**src/rtl/fifo_pkg.sv**
```systemverilog
// Shared constants and helpers for the sync_fifo read-side stream engine.
package fifo_pkg;

    localparam int WIDTH_DEF  = 8;
    localparam int RD_LAT_DEF = 1;
    localparam int BEAT_CNT_W = 16;

    // Number of bits needed to hold an index or count below 'depth'.
    // Returns at least 1, so that a single-entry structure still gets a
    // real signal.
    function automatic int clog2_depth(input int depth);
        int w;
        w = 1;
        for (int i = 1; i < 31; i++) begin
            if ((1 << i) < depth) begin
                w = i + 1;
            end
        end
        return w;
    endfunction

endpackage

```
**src/rtl/stream_obuf.sv**
```systemverilog
// Circular output buffer. It holds words that have returned from the FIFO
// but have not yet been accepted downstream.
module stream_obuf
    import fifo_pkg::*;
#(
    parameter int WIDTH = WIDTH_DEF,
    parameter int DEPTH = 3
) (
    input  logic                                  clk_i,
    input  logic                                  rst_i,
    input  logic                                  push_i,
    input  logic [WIDTH-1:0]                      push_data_i,
    input  logic                                  pop_i,
    output logic [clog2_depth(DEPTH + 1)-1:0]     occ_o,
    output logic [WIDTH-1:0]                      head_data_o
);

    localparam int PTR_W = clog2_depth(DEPTH);
    localparam int OCC_W = clog2_depth(DEPTH + 1);
    localparam logic [PTR_W-1:0] LAST_IDX = PTR_W'(DEPTH - 1);

    logic [WIDTH-1:0] mem_q [DEPTH];
    logic [WIDTH-1:0] mem_d [DEPTH];
    logic [PTR_W-1:0] head_q, head_d;
    logic [PTR_W-1:0] tail_q, tail_d;
    logic [OCC_W-1:0] occ_q, occ_d;

    function automatic logic [PTR_W-1:0] ptr_inc(input logic [PTR_W-1:0] p);
        return (p == LAST_IDX) ? '0 : p + 1'b1;
    endfunction

    // Next-state for storage, pointers and occupancy; a simultaneous push and pop leaves occupancy unchanged.
    always_comb begin
        mem_d  = mem_q;
        head_d = head_q;
        tail_d = tail_q;
        occ_d  = occ_q;
        if (push_i) begin
            mem_d[tail_q] = push_data_i;
            tail_d        = ptr_inc(tail_q);
        end
        if (pop_i) begin
            head_d = ptr_inc(head_q);
        end
        if (push_i && !pop_i) begin
            occ_d = occ_q + 1'b1;
        end else if (!push_i && pop_i) begin
            occ_d = occ_q - 1'b1;
        end
    end

    // State registers; storage is cleared so that the head word reads as zero after reset.
    always_ff @(posedge clk_i) begin
        if (rst_i) begin
            for (int i = 0; i < DEPTH; i++) begin
                mem_q[i] <= '0;
            end
            head_q <= '0;
            tail_q <= '0;
            occ_q  <= '0;
        end else begin
            mem_q  <= mem_d;
            head_q <= head_d;
            tail_q <= tail_d;
            occ_q  <= occ_d;
        end
    end

    // The issue logic upstream must never let a push land in a full buffer without a pop in the same cycle.
    always @(posedge clk_i) begin
        if (!rst_i) begin
            assert (!(push_i && !pop_i && occ_q == OCC_W'(DEPTH)));
        end
    end

    assign occ_o       = occ_q;
    assign head_data_o = mem_q[head_q];

endmodule

```
**src/rtl/sync_fifo_rd_stream.sv**
```systemverilog
// Read-side engine for sync_fifo. It pops the FIFO, absorbs its fixed read
// latency, and presents the words as a framed valid/ready stream. Reads are
// issued only when a buffer slot is guaranteed, so m_ready_i never reaches
// fifo_rd_en_o combinationally. A reset drops any buffered or in-flight words.
module sync_fifo_rd_stream
    import fifo_pkg::*;
#(
    parameter int WIDTH   = WIDTH_DEF,
    parameter int RD_LAT  = RD_LAT_DEF,
    parameter int PKT_LEN = 16
) (
    input  logic                  clk_i,
    input  logic                  rst_i,
    input  logic                  en_i,
    input  logic                  fifo_empty_i,
    output logic                  fifo_rd_en_o,
    input  logic [WIDTH-1:0]      fifo_rdata_i,
    output logic                  m_valid_o,
    input  logic                  m_ready_i,
    output logic [WIDTH-1:0]      m_data_o,
    output logic                  m_last_o,
    output logic                  busy_o,
    output logic [BEAT_CNT_W-1:0] beat_cnt_o
);

    localparam int BUF_DEPTH = RD_LAT + 2;
    localparam int OCC_W     = clog2_depth(BUF_DEPTH + 1);
    localparam logic [BEAT_CNT_W-1:0] LAST_BEAT = BEAT_CNT_W'(PKT_LEN - 1);

    logic [RD_LAT-1:0]     infl_q, infl_d;
    logic [BEAT_CNT_W-1:0] beat_cnt_q, beat_cnt_d;
    logic [OCC_W-1:0]      occ;
    logic [OCC_W-1:0]      infl_cnt;
    logic [OCC_W:0]        pending;
    logic                  push;
    logic                  pop;
    logic [WIDTH-1:0]      head_data;

    // Count of outstanding reads, and the issue decision taken from registered state only.
    always_comb begin
        infl_cnt = '0;
        for (int k = 0; k < RD_LAT; k++) begin
            infl_cnt = infl_cnt + OCC_W'(infl_q[k]);
        end
        pending      = {1'b0, occ} + {1'b0, infl_cnt};
        fifo_rd_en_o = en_i && !fifo_empty_i && (pending < (OCC_W + 1)'(BUF_DEPTH));
    end

    // In-flight shift register and packet beat counter next-state.
    always_comb begin
        infl_d    = '0;
        infl_d[0] = fifo_rd_en_o;
        for (int k = 1; k < RD_LAT; k++) begin
            infl_d[k] = infl_q[k-1];
        end
        beat_cnt_d = beat_cnt_q;
        if (pop) begin
            beat_cnt_d = (beat_cnt_q == LAST_BEAT) ? '0 : beat_cnt_q + 1'b1;
        end
    end

    // State registers for the read pipe and beat counter.
    always_ff @(posedge clk_i) begin
        if (rst_i) begin
            infl_q     <= '0;
            beat_cnt_q <= '0;
        end else begin
            infl_q     <= infl_d;
            beat_cnt_q <= beat_cnt_d;
        end
    end

    assign push = infl_q[RD_LAT-1];
    assign pop  = m_valid_o && m_ready_i;

    stream_obuf #(
        .WIDTH (WIDTH),
        .DEPTH (BUF_DEPTH)
    ) u_obuf (
        .clk_i       (clk_i),
        .rst_i       (rst_i),
        .push_i      (push),
        .push_data_i (fifo_rdata_i),
        .pop_i       (pop),
        .occ_o       (occ),
        .head_data_o (head_data)
    );

    assign m_valid_o  = (occ != '0);
    assign m_data_o   = head_data;
    assign m_last_o   = m_valid_o && (beat_cnt_q == LAST_BEAT);
    assign busy_o     = m_valid_o || (infl_q != '0);
    assign beat_cnt_o = beat_cnt_q;

endmodule
```
**config.mk**
```make
export PLATFORM = sky130hd
export DESIGN_NAME = sync_fifo_rd_stream
export DESIGN_NICKNAME = d
export VERILOG_FILES = /design/src/rtl/fifo_pkg.sv /design/src/rtl/stream_obuf.sv /design/src/rtl/sync_fifo_rd_stream.sv
export SDC_FILE = /design/constraint.sdc
export NUM_CORES = 1
export LEC_CHECK = 0
export CORE_UTILIZATION = 51
export CTS_CLUSTER_DIAMETER = 150
export DETAILED_ROUTE_END_ITERATION = 7
export PLACE_DENSITY = 0.82
export SYNTH_ARGS = -nofsm -noshare
export SYNTH_HDL_FRONTEND = slang
export SYNTH_SLANG_ARGS = --single-unit
export TNS_END_PERCENT = 50
```
**constraint.sdc**
```tcl
create_clock -name clk_i -period 2.2 [get_ports clk_i]
set_clock_uncertainty 0.15 [all_clocks]
set_input_delay 0.33 -clock clk_i [delete_from_list [all_inputs] [get_ports clk_i]]
set_output_delay 0.33 -clock clk_i [all_outputs]
set_load 0.02 [all_outputs]
```
# --- Word level (Yosys, flattened, before mapping) ---
# Index checks and enable logic that the tools add are counted.
totals:
  reg_bits: 47
  in_bits: 13
  output_inout_bits: 28
  wordCells: 47
classes:
  add_sub_neg: 6
  order_cmp: 4
  n_eq_ne: 3
  n_mux: 11
  n_bitwise: 2
  n_reduce_logical: 13
op_table:
  columns: ["operator", "n"]
  rows:
  - ["$bwmux 24", 1]
  - ["$mux 8", 3]
  - ["$add 16x1->16 const B", 1]
  - ["$bmux 8 s2", 1]
  - ["$demux 8 s2", 1]
  - ["$eq 16x4->1 const B", 1]
  - ["$mux 16", 1]
  - ["$mux 2", 4]
  - ["$logic_and 1x1->1", 7]
  - ["$add 2x1->2 const B", 3]
  - ["$ge 3x3->1 const B", 2]
  - ["$not 2->3", 2]
  - ["$eq 2x2->1 const B", 2]
  - ["$reduce_bool 2->1", 2]
  - ["$add 2x1->3", 1]
  - ["$logic_not 1->1", 3]
  - ["$lt 3x1->1 const B", 1]
  - ["$lt 3x2->1 const B", 1]
  - ["$sub 2x1->2 const B", 1]
  - ["$logic_or 1x1->1", 1]

# --- Logic depth before layout (Yosys ltp) ---
logic_depth:
  depth_word: 6
  mapped_depth: 7
  mapped_depth_nobuf: 6

# --- Hierarchy ---
# Synthesis repeated with hierarchy kept, for this count alone.
hier_totals:
  hier_cells: 227
  area_unflattened_um2: 2132.0
by_module_without_submodules:
  columns: ["module", "instances", "cells_per_inst", "area_per_inst_um2", "seq_area_each_um2"]
  rows:
  - ["stream_obuf", 1, 133, 1275.0, 600.6]
  - ["sync_fifo_rd_stream", 1, 94, 857.1, 340.3]

# --- Worst setup path after synthesis ---
# No wires, ideal clock.
synth_timing:
  path_kind: "reg2out"
  startpoint: "register u_obuf.occ_q[0], in the netlist u_obuf.occ_o[0]"
  endpoint: "output port fifo_rd_en_o"
  arrival_time_ns: 2.025
  required_time_ns: 1.720
  path_slack_ns: -0.305
  path_stages_with_launch: 4
  n_path_buf: 0
  cell_sequence: "dfxtp_1 > ha_1 > ha_1 > a2111oi_0"
synth_between:
  elab_chain_cells: 3
synth_rtl:
  columns: ["item", "line", "rtl"]
  rows:
  - ["start: declaration", "stream_obuf.sv:26", "logic [OCC_W-1:0] occ_q, occ_d;"]
  - ["start signal: assignment", "stream_obuf.sv:60", "occ_q <= '0;"]
  - ["start signal: assignment", "stream_obuf.sv:65", "occ_q <= occ_d;"]
  - ["$add 2x1->3", "sync_fifo_rd_stream.sv:45", "pending = {1'b0, occ} + {1'b0, infl_cnt};"]
  - ["$lt 3x2->1", "sync_fifo_rd_stream.sv:46", "fifo_rd_en_o = en_i && !fifo_empty_i && (pending < (OCC_W + 1)'(BUF_DEPTH));"]
  - ["$logic_and 1x1->1", "sync_fifo_rd_stream.sv:46", null]
  - ["end: declaration", "sync_fifo_rd_stream.sv:16", "output logic fifo_rd_en_o,"]
# No other way between the ends.

# --- Final worst setup path ---
layout_timing:
  startpoint: "register beat_cnt_q[0], in the netlist beat_cnt_o[0]"
  endpoint: "output port m_last_o"
layout_between:
  elab_chain_cells: 2
layout_rtl:
  columns: ["item", "line", "rtl"]
  rows:
  - ["start: declaration", "sync_fifo_rd_stream.sv:31", "logic [BEAT_CNT_W-1:0] beat_cnt_q, beat_cnt_d;"]
  - ["start signal: assignment", "sync_fifo_rd_stream.sv:69", "beat_cnt_q <= beat_cnt_d;"]
  - ["$eq 16x4->1", "sync_fifo_rd_stream.sv:91", "assign m_last_o = m_valid_o && (beat_cnt_q == LAST_BEAT);"]
  - ["$logic_and 1x1->1", "sync_fifo_rd_stream.sv:91", null]
  - ["end: declaration", "sync_fifo_rd_stream.sv:21", "output logic m_last_o,"]
# No other way between the ends.

==> results.py <==
metrics = {
    "synthesis": {
        "ys.flop_type": "dfxtp_1",
        "synth_edf_count": 0,
        "synth.top_cell.area_share_pct": 45.5,
        "synth_cell_types": 27,
        "synth-seq-cells": 47,
        "yosys.cell_count.top_type": "dfxtp_1",
        "syn_nets": 247,
        "yosysTopAreaCell": "dfxtp_1",
        "ys_warn_count": 0,
        "ys_seq_area_share_pct": 45.5,
        "synth_area_mm2": 0.00207,
        "synth_area_leaders": "dfxtp_1 (46%), mux2i_1 (16%), nor2_1 (8.0%)",
        "synth.top_cells.by_count": "dfxtp_1 (47), nor2_1 (44), mux2i_1 (32)",
        "synthArstFlopShare_pct": 0,
        "postSynthAreaPerCell_um2": 8.98,
        "synthCells": 230,
    },
    "floorplan": {
        "die_h_um": 65.6,
        "fp.coreArea_mm2": 0.00377,
        "ioPinCount": 41,
        "die_area_mm2": 0.00431,
        "rows": 22,
        "die_w_um": 65.6,
        "initial_core_util_pct": 54.8,
    },
    "pwr": {
        "clkPwrFrac_pct": 25.7,
        "p_sw_uw": 608,
        "p_comb_share_pct": 28.1,
        "pwr-share-seq_pct": 46.2,
        "powerDensity_mw_per_mm2": 712,
        "switching_share_pct": 30.6,
        "internal-power_mw": 1.38,
        "power_mw": 1.99,
        "irDropWorstVdd_mv": 0.518,
        "p_leak_nw": 1.16,
    },
    "place": {
        "hpwl_mm": 3.16,
        "place.gp.congestion": 0.806,
        "port_buffers": 40,
        "pre_cts_ws_ns": -0.126,
        "dpl-instance-area_mm2": 0.00268,
    },
    "finish": {
        "design_area_mm2": 0.00279,
        "antennaDiodeCount": 0,
        "synthToLayoutAreaGrowth_pct": 35.0,
        "fillCellCount": 286,
        "layout-drive-gt1-share_pct": 14.0,
        "nets": 309,
    },
    "routing": {
        "vias": 1792,
        "first_pass_iters": 4,
        "drc": 0,
        "dr.first_iter.drc_count": 116,
        "routed_via_density": 5.26,
        "routed_wl_mm": 4.54,
        "ant_nets": 0,
        "wl_per_cell_um": 13.3,
    },
    "critical_path": {
        "setup.worst_path.start": "beat_cnt_o[0]",
        "endpoint_kind": "primary output",
        "cp-endpoint": "m_last_o",
        "crit_path_start_kind": "flip-flop",
        "timing.rr.start": "u_obuf.occ_o[1]",
        "rrSetupSlack_ns": 0.21,
        "crit_type": "reg -> out",
        "reg2regPathDepth": 6,
        "rr_endpoint": "beat_cnt_o[15]",
        "worstPathArrival_ns": 1.61,
        "crit_fanout": 2,
        "cp.required_ns": 1.72,
    },
    "clock_tree": {
        "cts-root-buf": "clkbuf_8",
        "clk_latency_ns": 0.30,
        "clock-sinks": 47,
        "cts_buffers": 5,
        "cts_tree": "yes",
        "clk_path_buf_depth": 2,
        "path_clk_slew_ns": 0.09,
        "h-tree-depth": 2,
    },
    "sta": {
        "tightest_slew_ns": 0.594,
        "finalMaxSlewViolations": 0,
        "setup_ws_ns": 0.112,
        "fmax_mhz": 479,
        "slew_headroom_pct": 60.3,
        "rsz0062_at_grt": "false",
        "finalSetupViolCount": 0,
        "layout_min_cycle_time_ns": 2.09,
        "post-route-period-util_pct": 94.9,
        "hold_viol": 0,
    },
    "global_routing": {
        "antenna_found_initial": 0,
        "grt_pass1_vias": 1769,
        "gr-usage-all-layers_pct": 23.9,
        "grt_max_degree": 30,
        "grt_pass1_wl_mm": 7.81,
        "grt_overflow_total": 0,
    },
    "status": {
        "outcome": "finished clean",
    },
    "hold_path": {
        "min-delay-start": "u_obuf.head_q[1]",
        "hold_class": "reg -> reg",
    },
    "run": {
        "maxCapViolations": 0,
    },
}
[flip-flops by register name, indices dropped and copies added (netlist names)]
register       flops
beat_cnt_o        16
u_obuf.head_q      2
infl_q             1
u_obuf.mem_q      24
u_obuf.occ_o       2
u_obuf.tail_q      2
[routing by layer]
metal	share of wire [%]	vias to the layer above	track usage (%)
met2	49	37	41.2
met5	0	-	0
li1	-	911	-
met3	3.3	2	6.77
met1	47	842	29.0
met4	0.40	0	5.71
[through the flow]
step,util [%],hold WS [ns],std cells,TNS [ns]
final,74.0,0.351,341,0
after global routing,74.0,0.375,341,0
after CTS,73.2,0.347,341,-0.0213
after detailed placement,71.1,0.331,333,-0.229
after global placement,71.1,0.324,333,-0.131
after floorplan,-,0.249,230,0
[timing repair]
action / 4_1_cts / 5_1_grt
buffers inserted: 0 / 0
setup endpoints to repair: 10 / 1
resized for setup: 15 / 3
hold buffers: 0 / 0
pin swaps: 0 / 1
[area by class of cell]
type                    instances  area, um^2  share of cell area (%)
multi-input cells             167        1100                    39.4
repair buffers                 66         582                    20.9
flip-flops and latches         47         941                    33.7
inverters                       5        18.8                   0.673
well taps                      48        60.1                    2.15
clock inverters                 3        20.0                   0.718
clock buffers                   5        68.8                    2.47
[worst min-delay path by stage]
| stage | end | slack [ns] | depth (start not counted) |
|---|---|---|---|
| finish | u_obuf.head_q[1] | 0.35 | 2 |
| global route | u_obuf.mem_q[23] | 0.38 | 2 |
| CTS | u_obuf.head_q[1] | 0.35 | 2 |
| detailed placement | u_obuf.mem_q[17] | 0.33 | 2 |
| global placement | u_obuf.mem_q[17] | 0.32 | 2 |
| floorplan | u_obuf.head_q[1] | 0.25 | 1 |
[critical path: stages, from the launching register on]
cell,delay (ns)
dfxtp_1,0.34
ha_1,0.17
and4b_2,0.22
nand4_1,0.12
nor2_1,0.12
dlygate4sd2_1,0.34
[layout by cell type, fill, tap and decap left out, drive strengths merged, types with 3 or more instances in the layout]
master         netlist  layout
dfxtp               47      47
clkdlybuf4s50        0      30
dlygate4sd2          0       9
ha                   4       4
nand3                4       4
xnor2               10      10
nor4                 5       5
nor3                 7       7
xor2                 5       5
nand4                5       5
nor2                44      44
buf                  3      27
inv                  5       5
or3                  3       3
clkbuf               8       5
nand2               19      19
o21ai               10      10
a21oi                8       8
mux2i               32      32
[kinds of logic after synthesis]
| family | Yosys count | synth area share [%] |
|---|---|---|
| flip-flops | 47 | 45.5 |
| AO/OA/AOI/OAI | 23 | 6.60 |
| XOR/XNOR | 15 | 6.36 |
| adder cells (fa/ha/maj) | 4 | 2.42 |
| AND/OR/NAND/NOR | 93 | 20.5 |
| multiplexers | 32 | 15.5 |
| buffers and inverters | 16 | 3.09 |
[power by group through the flow]
stage / Combinational [mW] / Clock, mW / Sequential, mW
finish: 0.558 / 0.510 / 0.919
global route: 0.608 / 0.563 / 0.924
CTS: 0.544 / 0.521 / 0.916
detailed placement: 0.540 / 0 / 0.934
global placement: 0.537 / 0 / 0.931
floorplan: 0.266 / 0 / 0.961
(Power assumes the default switching activity.)
==> patch, RTL diff (config.mk and constraints unchanged) <==
Reset style: asynchronous (`rst_i`), changed in 2 clocked blocks.
--- a/src/rtl/stream_obuf.sv
+++ b/src/rtl/stream_obuf.sv
@@ -51,5 +51,5 @@
 
     // State registers; storage is cleared so that the head word reads as zero after reset.
-    always_ff @(posedge clk_i) begin
+    always_ff @(posedge clk_i or posedge rst_i) begin
         if (rst_i) begin
             for (int i = 0; i < DEPTH; i++) begin
--- a/src/rtl/sync_fifo_rd_stream.sv
+++ b/src/rtl/sync_fifo_rd_stream.sv
@@ -61,5 +61,5 @@
 
     // State registers for the read pipe and beat counter.
-    always_ff @(posedge clk_i) begin
+    always_ff @(posedge clk_i or posedge rst_i) begin
         if (rst_i) begin
             infl_q     <= '0;
Check against the original RTL: differs if rst_i is asserted again (counterexample within 4 cycles, from zero or initial values and one cycle with rst_i high); with rst_i held inactive, the same outputs for 10 cycles.
==> patch against the unedited design <==
Final area increased by 7.3%. Area after synthesis increased by 4.7%. Worst setup slack got worse by 0.087 ns. Sequential cell count unchanged. Critical path depth decreased by 1. Global-route usage decreased by 1.4 points. Routed wire length increased by 0.86%. First-iteration DRC count decreased by 36%. Critical path type unchanged.
Power is not compared: it rests on default switching activity, and its combinational part moved more than twofold at a synthesized area within 25%.
==> patch: results (changes against the unedited design) <==
Outcome
  – Run status: finished, final reports clean

Logic synthesis
  – Distinct cells, synth: 32 (+19%)
  – Synth top area cells: dfrtp_1, mux2_2, xnor2_1
  – Post-synthesis mux area share: 16.19% (+0.69 points)
  – Commonest cells post-synth: dfrtp_1, mux2_2, nand2_1
  – Synth Flop Type: dfrtp_1
  – Yosys warns: 0 (unchanged)
  – Post-synthesis compound-gate area fraction: 4.743% (-1.9 points)
  – Ys async rst share: 100.0% (+100 points)
  – Syn Nets: 199 (-19%)
  – XOR/XNOR share of the synthesized area: 6.478% (+0.12 points)
  – Adder-cell share of the synthesized area: 2.313% (-0.11 points)
  – Seq/Total Area, Yosys: 54.37% (+8.8 points)

Global route
  – Vias in the first global route: 1,641 (-7.2%)
  – Met1 usage: 26.19% (-2.9 points)
  – First-pass GRT wire length: 7410 um (-5.1%)
  – Initial antenna violation count: 0 (unchanged)
  – GR Layer Usage met2: 39.88% (-1.3 points)
  – Met3 Use GR: 5.912% (-0.86 points)
  – All-Layer GR Usage: 22.52% (-1.4 points)
  – Pin count of the biggest net entering global routing: 29 (-3.3%)

Timing
  – Slew HR: 49.31% (-11 points)
  – Min Hold Slack: 0.2282 ns (-0.1225 ns)
  – Tmin final: 2.176 ns (+0.08734 ns)

Critical path
  – Max FO, Critical Path: 2 (unchanged)
  – Crit path DAT: 1.70 ns (+0.09 ns)
  – Slowest stage cell, crit path: or4_4
  – Max stage delay on crit path: 0.55 ns (+0.21 ns)
  – Crit path max-delay family: simple AND/OR/NAND/NOR gates
  – Worst R2R Setup Slack: 0.29 ns (+0.08 ns)

Layout
  – Share of cells above drive strength 1: 29.02% (+15 points)
  – Reg with most FFs: u_obuf.mem_q
  – NumNets Final: 271 (-12%)
  – Fillers: 293 (+2.4%)

Clock network
  – H-tree lvl count: 2 (unchanged)
  – Clock Latency Late Sink: 0.31 ns
  – Clk pin slew, worst setup/hold paths: 0.08 ns
  – Clock Path Buffers: 2 (unchanged)

Hold path
  – Hold crit path type: input port to asynchronous set/reset pin

Placed design
  – DPL Wire Length: 3266 um (+3.3%)
  – Gpl congestion: 0.7310 (-9.3%)
  – Post-place setup slack: -0.3185 ns (-0.1922 ns)
  – Port bufs: 40 (unchanged)

Routing
  – Iteration-0 DRC count of the detailed router: 74 (-36%)
  – Post-DR vias/cell: 5.249 (-0.11%)
  – Routed WL per cell: 15.01 um (+13%)
  – Drt pass-1 iters: 4 (unchanged)

Power and ir drop
  – Leak pwr: 1.376 nW
-- patch: area by class of cell --
class,instances,share of cell area [%]
Clock buffer,6,2.760
Clock inverter,2,1.171
Inverter,8,1.004
Multi-Input combinational cell,122,32.79
Sequential cell,47,39.31
Tap cell,50,2.091
Timing Repair Buffer,70,20.87
-- patch: kinds of logic after synthesis --
logic type      Yosys count
flops                    47
compound gates           18
xor+xnor                 16
fa+ha+maj                 4
simple gates             52
mux                      32
buf+inv                  13
-- patch: power groups by stage --
stage / Combinational (mW) / Clock, mW / Sequential [mW]
3_3_place_gp: 1.68 / 0 / 1.39
2_1_floorplan: 0.927 / 0 / 1.45
5_1_grt: 1.81 / 0.708 / 1.44
6_report: 1.66 / 0.663 / 1.40
3_5_place_dp: 1.72 / 0 / 1.42
4_1_cts: 1.66 / 0.676 / 1.40
-- patch: metrics by stage --
step | std cells | total power [mW] | setup TNS [ns] | instance area (um2)
after floorplan | 182 | 2.373 | 0 | 2170
after global routing | 305 | 3.960 | -0.01990 | 2992
after detailed placement | 296 | 3.138 | -0.4776 | 2838
after global placement | 296 | 3.069 | -0.3201 | 2838
after CTS | 305 | 3.738 | -0.1337 | 2970
final | 305 | 3.729 | 0 | 2992
-- patch: what timing repair did --
| item | in CTS | in global routing |
|---|---|---|
| setup buffers | 1 | 0 |
| gates cloned | 0 | 0 |
| pin swaps | 1 | 1 |
| resized for setup | 24 | 4 |
| endpoints found under the setup margin | 11 | 3 |
| hold buffers | 0 | 0 |
-- patch: worst paths after layout --
path,startpoint,endpoint,cells after the start
max in group asynchronous,rst_i,u_obuf.tail_q[0]$_DFFE_PP0P_,3
min in group clk_i,u_obuf.mem_q[22]$_DFFE_PP0P_,u_obuf.mem_q[22]$_DFFE_PP0P_,1
setup reg to reg,u_obuf.occ_o[1]$_DFFE_PP0P_,u_obuf.occ_o[1]$_DFFE_PP0P_,7
setup / recovery,beat_cnt_o[11]$_DFFE_PP0P_,m_last_o,4
hold / removal,rst_i,beat_cnt_o[4]$_DFFE_PP0P_,2
hold reg to reg,u_obuf.mem_q[22]$_DFFE_PP0P_,u_obuf.mem_q[22]$_DFFE_PP0P_,1
-- patch: metal layers --
| metal | part of all wire [%] | up-vias | wire length, um |
|---|---|---|---|
| met4 | 0.87 | 0 | 40 |
| met1 | 43 | 774 | 1970 |
| met5 | 0 | - | 0 |
| met3 | 5.0 | 4 | 227 |
| li1 | - | 782 | - |
| met2 | 51 | 41 | 2338 |
